File: config.mk
export PLATFORM = sky130hd
export DESIGN_NAME = stream_burst_reader
export DESIGN_NICKNAME = d
export VERILOG_FILES = /design/src/rtl/stream_burst_reader.sv
export SDC_FILE = /design/constraint.sdc
export NUM_CORES = 1
export LEC_CHECK = 0
export BUFFER_PORTS_ARGS = -buffer_cell sky130_fd_sc_hd__buf_2
export CAP_MARGIN = 20
export CORE_ASPECT_RATIO = 1.5
export CORE_MARGIN = 2
export CORE_UTILIZATION = 45
export CTS_BUF_LIST = sky130_fd_sc_hd__clkbuf_4
export CTS_CLUSTER_DIAMETER = 100
export DETAILED_ROUTE_END_ITERATION = 10
export PLACE_DENSITY = 0.81
export SLEW_MARGIN = 20
export SYNTH_ARGS = -nofsm -noshare
export SYNTH_HDL_FRONTEND = slang
export SYNTH_SLANG_ARGS = --single-unit
File: constraint.sdc
create_clock -name clock_i -period 2.5 [get_ports clock_i]
set_clock_uncertainty 0.1 [all_clocks]
set_input_delay 0.25 -clock clock_i [delete_from_list [all_inputs] [get_ports clock_i]]
set_output_delay 0.25 -clock clock_i [all_outputs]
set_load 0.02 [all_outputs]
File: src/rtl/stream_burst_reader.sv
// ============================================================================
// stream_burst_reader: pops fixed-length bursts from an upstream FIFO into a
// registered downstream stream. Option macro: BURST_FLUSH_EN (idle flush).
// Revision: 1.0
// ============================================================================
`default_nettype none

module stream_burst_reader #(
  parameter int WIDTH        = 32,
  parameter int BURST_LEN    = 16,
  parameter int FLUSH_CYCLES = 64
) (
  input  logic             clock_i,
  input  logic             reset_i,
  input  logic             clear_i,
  input  logic [WIDTH-1:0] s_tdata_i,
  input  logic             s_tvalid_i,
  output logic             s_tready_o,
  input  logic [15:0]      occupied_i,
  output logic             burst_req_o,
  input  logic             burst_grant_i,
  output logic [8:0]       burst_len_o,
  output logic [WIDTH-1:0] m_tdata_o,
  output logic             m_tvalid_o,
  input  logic             m_tready_i,
  output logic             m_tlast_o,
  output logic             busy_o
);

  localparam logic [15:0] BURST_LEN16 = 16'(BURST_LEN);
  localparam logic [8:0]  BURST_LEN9  = 9'(BURST_LEN);

  generate
    if (BURST_LEN < 1 || BURST_LEN > 256 || FLUSH_CYCLES < 1) begin : g_param_check
      $error("stream_burst_reader: BURST_LEN must be 1..256 and FLUSH_CYCLES >= 1");
    end
  endgenerate

  typedef enum logic [1:0] {
    ST_IDLE  = 2'd0,
    ST_REQ   = 2'd1,
    ST_XFER  = 2'd2,
    ST_DRAIN = 2'd3
  } state_t;

  state_t           state_q;
  logic [8:0]       acc_q;
  logic [WIDTH-1:0] mdata_q;
  logic             mvalid_q;
  logic             mlast_q;
  logic [8:0]       len;
  logic             load;
  logic             last_word;

`ifdef BURST_FLUSH_EN
  localparam int FLUSH_W = (FLUSH_CYCLES > 1) ? $clog2(FLUSH_CYCLES) : 1;
  localparam logic [FLUSH_W-1:0] FLUSH_LAST = FLUSH_W'(FLUSH_CYCLES - 1);

  logic [8:0]         len_q;
  logic [FLUSH_W-1:0] flush_q;

  assign len = len_q;
`else
  assign len = BURST_LEN9;
`endif

  // Output register may reload only when empty or being drained this cycle.
  assign s_tready_o  = (state_q == ST_XFER) && (acc_q < len) && (m_tready_i || !mvalid_q);
  assign load        = s_tvalid_i && s_tready_o;
  assign last_word   = (acc_q == (len - 9'd1));
  assign burst_req_o = (state_q == ST_REQ);
  assign busy_o      = (state_q != ST_IDLE);
  assign burst_len_o = len;
  assign m_tdata_o   = mdata_q;
  assign m_tvalid_o  = mvalid_q;
  assign m_tlast_o   = mlast_q;

  always_ff @(posedge clock_i) begin
    if (reset_i || clear_i) begin
      state_q  <= ST_IDLE;
      acc_q    <= 9'd0;
      mdata_q  <= '0;
      mvalid_q <= 1'b0;
      mlast_q  <= 1'b0;
`ifdef BURST_FLUSH_EN
      len_q    <= BURST_LEN9;
      flush_q  <= '0;
`endif
    end else begin
      if (load) begin
        mdata_q  <= s_tdata_i;
        mvalid_q <= 1'b1;
        mlast_q  <= last_word;
        acc_q    <= acc_q + 9'd1;
      end else if (m_tready_i) begin
        mvalid_q <= 1'b0;
        mlast_q  <= 1'b0;
      end

      case (state_q)
        ST_IDLE: begin
          if (occupied_i >= BURST_LEN16) begin
            state_q <= ST_REQ;
`ifdef BURST_FLUSH_EN
            len_q   <= BURST_LEN9;
            flush_q <= '0;
          end else if (occupied_i != 16'd0) begin
            // A partial FIFO that sits long enough is flushed as a short burst.
            if (flush_q == FLUSH_LAST) begin
              state_q <= ST_REQ;
              len_q   <= occupied_i[8:0];
              flush_q <= '0;
            end else begin
              flush_q <= flush_q + 1'b1;
            end
          end else begin
            flush_q <= '0;
`endif
          end
        end
        ST_REQ: begin
          if (burst_grant_i) begin
            state_q <= ST_XFER;
            acc_q   <= 9'd0;
          end
        end
        ST_XFER: begin
          if (load && last_word) begin
            state_q <= ST_DRAIN;
          end
        end
        ST_DRAIN: begin
          if (mvalid_q && m_tready_i && mlast_q) begin
            state_q <= ST_IDLE;
          end
        end
        default: state_q <= ST_IDLE;
      endcase
    end
  end

endmodule

`default_nettype wire

==> impl_metrics.ini <==
[outcome]
run_status = completed

[sta]
timing.final.crit_share = 0.816
slew_headroom = 0.557
timing.final.setup_violations = 0
rsz0062_at_grt = no
fmax_mhz = 490
timing_worst_slew_pin_value_ps = 665
finalHoldViolCount = 0
setup-tns-final_ps = 0
maxSlewViolCount = 0
finalCriticalPeriod_ps = 2040

[worst_hold_path]
hold_path_end = m_tdata_o[4]
worstHoldPathType = input pin to register
holdPathStages = 3
hold_path_startpoint = s_tdata_i[4]

[synth]
number_of_flip_flops_and_latches_in_the_synthesized_netlist = 45
post_synth_mux_area_share = 0.00551
synth.cell_area_um2 = 1820
synth.lib_cells_used.distinct = 31
synth_compound_area_frac = 0.130
synth_ff_type = sky130_fd_sc_hd__dfxtp_1
synthesis.instances = 224
number_of_synthesized_flops_with_an_enable_pin = 0
synth_fa_ha_area_frac = 0.0344
synthArstFlopShare = 0
yosys.area_share.xor_xnor = 0.00482
yosys.area_share.simple = 0.252
ys_seq_area_frac = 0.496
synth_warnings = 0
avgSynthCellArea_um2 = 8.12
synth_top_family_by_area = simple AND/OR/NAND/NOR gates

[cts]
postCtsSetupBuffers = 0
htree_levels = 2
cts.clk_slew.worst_paths_ps = 130
tritoncts_sink_count = 45
clockRootBuffer = sky130_fd_sc_hd__clkbuf_4
cts.hold.buffers_added = 1
cts_inserted_buffers = 5
clk_path_buf_depth = 2
cts_tree = built
clock_insertion_delay_worst_skew_ps = 350
ctsResizeCount = 0

[floorplan]
core.rowCount = 28
ioPinCount = 100
core_region_area_um2 = 3920
fp.dieH_um = 81.8
total_die_area_um2 = 4570
die_w_um = 55.9
initial_core_util = 0.463

[place]
detail_placement_hpwl_um = 3020
place.port_buffers = 86
gp_routability_congestion = 0.728
placed_area_um2 = 2240
dp.cells = 344

[power]
peakVddDrop_mv = 0.419
p_int_mw = 0.872
power_mw = 1.16
leakage_nw = 1.03
total_switching_power_mw = 0.292
combinational_share_of_power = 0.101
p_seq_frac = 0.623
power-per-cell-area_nw_per_um2 = 507
part_of_the_power_in_the_clock_network = 0.276
p_sw_frac = 0.251

[route]
drcViolationCount = 0
route.vias.total = 1719
ant_nets = 0
routed_wirelength_um = 4110
top_layer = met4
routed_wire_length_per_instance_um = 11.6
drtPass1Iterations = 4
route.layer.met1.wl_um = 1610
wl_met2_um = 2180
via_per_inst = 4.87
initial_drc_count = 34
met3WireLength_um = 214

[cells_and_area]
synthToLayoutAreaGrowth_pct = 26.4
final_cells = 353
postLayoutCellArea_um2 = 2300
antenna_cells_inserted = 0
proportion_of_layout_cells_with_a_drive_suffix_above_1 = 0.328
layout.nets = 366
layout.filler_cells = 389

[worst_setup_path]
cp_max_fo = 13
ff2ff_setup_slack_ps = 460
timing.critical_path.from_type = register
cp.arrival_ps = 2230
worst_setup_path_end_kind = register
path_class = register to register
crit_required_ps = 2690
reg2reg_from = state_q[0]
reg2reg_depth = 7
reg2reg_to = m_tdata_o[8]

[global_routing]
number_of_global_route_vias_before_repair = 1611
antenna_violations_before_repair = 0
grt_pass1_wl_um = 6540
gr-total-overflow = 0
global_route.usage.total = 0.181
maximum_number_of_pins_on_one_net_before_global_route_repair = 36

[run]
max_cap_violations = 0
power by group through the flow:
stage	Combinational (mW)	Sequential (mW)	Clock, mW
after detailed placement	0.117	0.741	0
after floorplan	0.0711	0.744	0
after global placement	0.115	0.741	0
after global routing	0.130	0.726	0.351
final	0.118	0.725	0.322
after CTS	0.119	0.725	0.332
per-stage QoR:
step                      hold WS [ps]  utilization  setup WS [ps]
after CTS                         1.47        0.586            438
after detailed placement           343        0.570            462
after floorplan                    286            -            699
final                             6.80        0.586            460
after global routing              1.78        0.586            228
after global placement             339        0.570            512
final cells by class:
class	instances	area [um2]	share of cell area
clock inverter	3	12.5	0.00544
timing repair buffer	90	463	0.201
clock buffer	5	37.5	0.0163
multi-input combinational	160	810	0.352
sequential	45	901	0.392
tap	45	56.3	0.0245
inverter	5	18.8	0.00817
registers in the layout, indices dropped and copies added, names as in the netlist:
register and count:
m_tdata_o 32, acc_q 9, state_q 2, m_tlast_o 1, m_tvalid_o 1
worst max path at each step:
stage	start	endpoint	slack, ps	depth (start not counted)
3_5_place_dp	state_q[0]	m_tdata_o[8]	460	7
4_1_cts	state_q[0]	m_tdata_o[21]	440	7
6_report	state_q[0]	m_tdata_o[8]	460	7
5_1_grt	state_q[0]	m_tdata_o[2]	230	7
3_3_place_gp	state_q[0]	m_tdata_o[15]	510	7
2_1_floorplan	state_q[0]	m_tdata_o[13]	700	8
kinds of logic (layout without fill, tap and decap cells):
group,Yosys count,after routing
flip-flops,45,45
multiplexers,1,1
other,2,9
XOR/XNOR,1,1
AO/OA/AOI/OAI,43,43
buffers and inverters,26,103
AND/OR/NAND/NOR,101,101
adder cells (fa/ha/maj),5,5
critical path, stage by stage, from the launching register on:
cell	delay [ps]
sky130_fd_sc_hd__dfxtp_1	350
sky130_fd_sc_hd__inv_1	120
sky130_fd_sc_hd__ha_1	240
sky130_fd_sc_hd__nor2b_1	180
sky130_fd_sc_hd__and4_1	510
sky130_fd_sc_hd__buf_4	270
sky130_fd_sc_hd__nand2_1	70
sky130_fd_sc_hd__a21oi_1	140
Yosys cell counts (2+ instances only):
cell | number | area share
sky130_fd_sc_hd__or3_1 | 2 | 0.0069
sky130_fd_sc_hd__buf_4 | 9 | 0.037
sky130_fd_sc_hd__clkbuf_1 | 9 | 0.019
sky130_fd_sc_hd__nor2_1 | 4 | 0.0083
sky130_fd_sc_hd__nand4_1 | 4 | 0.014
sky130_fd_sc_hd__and3_1 | 3 | 0.010
sky130_fd_sc_hd__nand3_1 | 2 | 0.0055
sky130_fd_sc_hd__conb_1 | 2 | 0.0041
sky130_fd_sc_hd__nor3_1 | 2 | 0.0055
sky130_fd_sc_hd__nor2b_1 | 3 | 0.010
sky130_fd_sc_hd__ha_1 | 5 | 0.034
sky130_fd_sc_hd__buf_2 | 2 | 0.0055
sky130_fd_sc_hd__nor4_1 | 2 | 0.0069
sky130_fd_sc_hd__a21oi_1 | 39 | 0.11
sky130_fd_sc_hd__o21ai_0 | 2 | 0.0055
sky130_fd_sc_hd__nand2_1 | 70 | 0.14
sky130_fd_sc_hd__dfxtp_1 | 45 | 0.50
sky130_fd_sc_hd__inv_1 | 5 | 0.010
sky130_fd_sc_hd__nand2b_1 | 2 | 0.0069
metal layers:
| layer | vias to the layer above | track usage |
|---|---|---|
| met5 | - | 0 |
| met4 | 0 | 0.112 |
| met3 | 7 | 0.0252 |
| met2 | 61 | 0.368 |
| met1 | 766 | 0.166 |
| li1 | 885 | - |
placed cells by master, fill, tap and decap left out:
| cell type | instances |
|---|---|
| sky130_fd_sc_hd__nor3_1 | 2 |
| sky130_fd_sc_hd__nor4_1 | 2 |
| sky130_fd_sc_hd__o41ai_2 | 1 |
| sky130_fd_sc_hd__nor4b_1 | 1 |
| sky130_fd_sc_hd__inv_1 | 5 |
| sky130_fd_sc_hd__or2_2 | 1 |
| sky130_fd_sc_hd__or4_4 | 1 |
| sky130_fd_sc_hd__nand2b_1 | 2 |
| sky130_fd_sc_hd__conb_1 | 9 |
| sky130_fd_sc_hd__nand3b_1 | 1 |
| sky130_fd_sc_hd__nand2_1 | 70 |
| sky130_fd_sc_hd__clkinv_1 | 2 |
| sky130_fd_sc_hd__dfxtp_1 | 45 |
| sky130_fd_sc_hd__or3_1 | 2 |
| sky130_fd_sc_hd__a221oi_2 | 1 |
| sky130_fd_sc_hd__and3_2 | 1 |
| sky130_fd_sc_hd__ha_1 | 5 |
| sky130_fd_sc_hd__buf_4 | 3 |
| sky130_fd_sc_hd__mux2i_1 | 1 |
| sky130_fd_sc_hd__and4_1 | 1 |
| sky130_fd_sc_hd__and3_1 | 3 |
| sky130_fd_sc_hd__nand4_1 | 4 |
| sky130_fd_sc_hd__clkinv_2 | 1 |
| sky130_fd_sc_hd__nor2_1 | 4 |
| sky130_fd_sc_hd__dlygate4sd3_1 | 1 |
| sky130_fd_sc_hd__nand3_1 | 2 |
| sky130_fd_sc_hd__clkbuf_4 | 5 |
| sky130_fd_sc_hd__buf_2 | 86 |
| sky130_fd_sc_hd__nor2b_1 | 3 |
| sky130_fd_sc_hd__o21ai_0 | 2 |
| sky130_fd_sc_hd__nand3_2 | 1 |
| sky130_fd_sc_hd__a21oi_1 | 39 |
| sky130_fd_sc_hd__xnor2_1 | 1 |
Power figures use the tool's default switching activity.
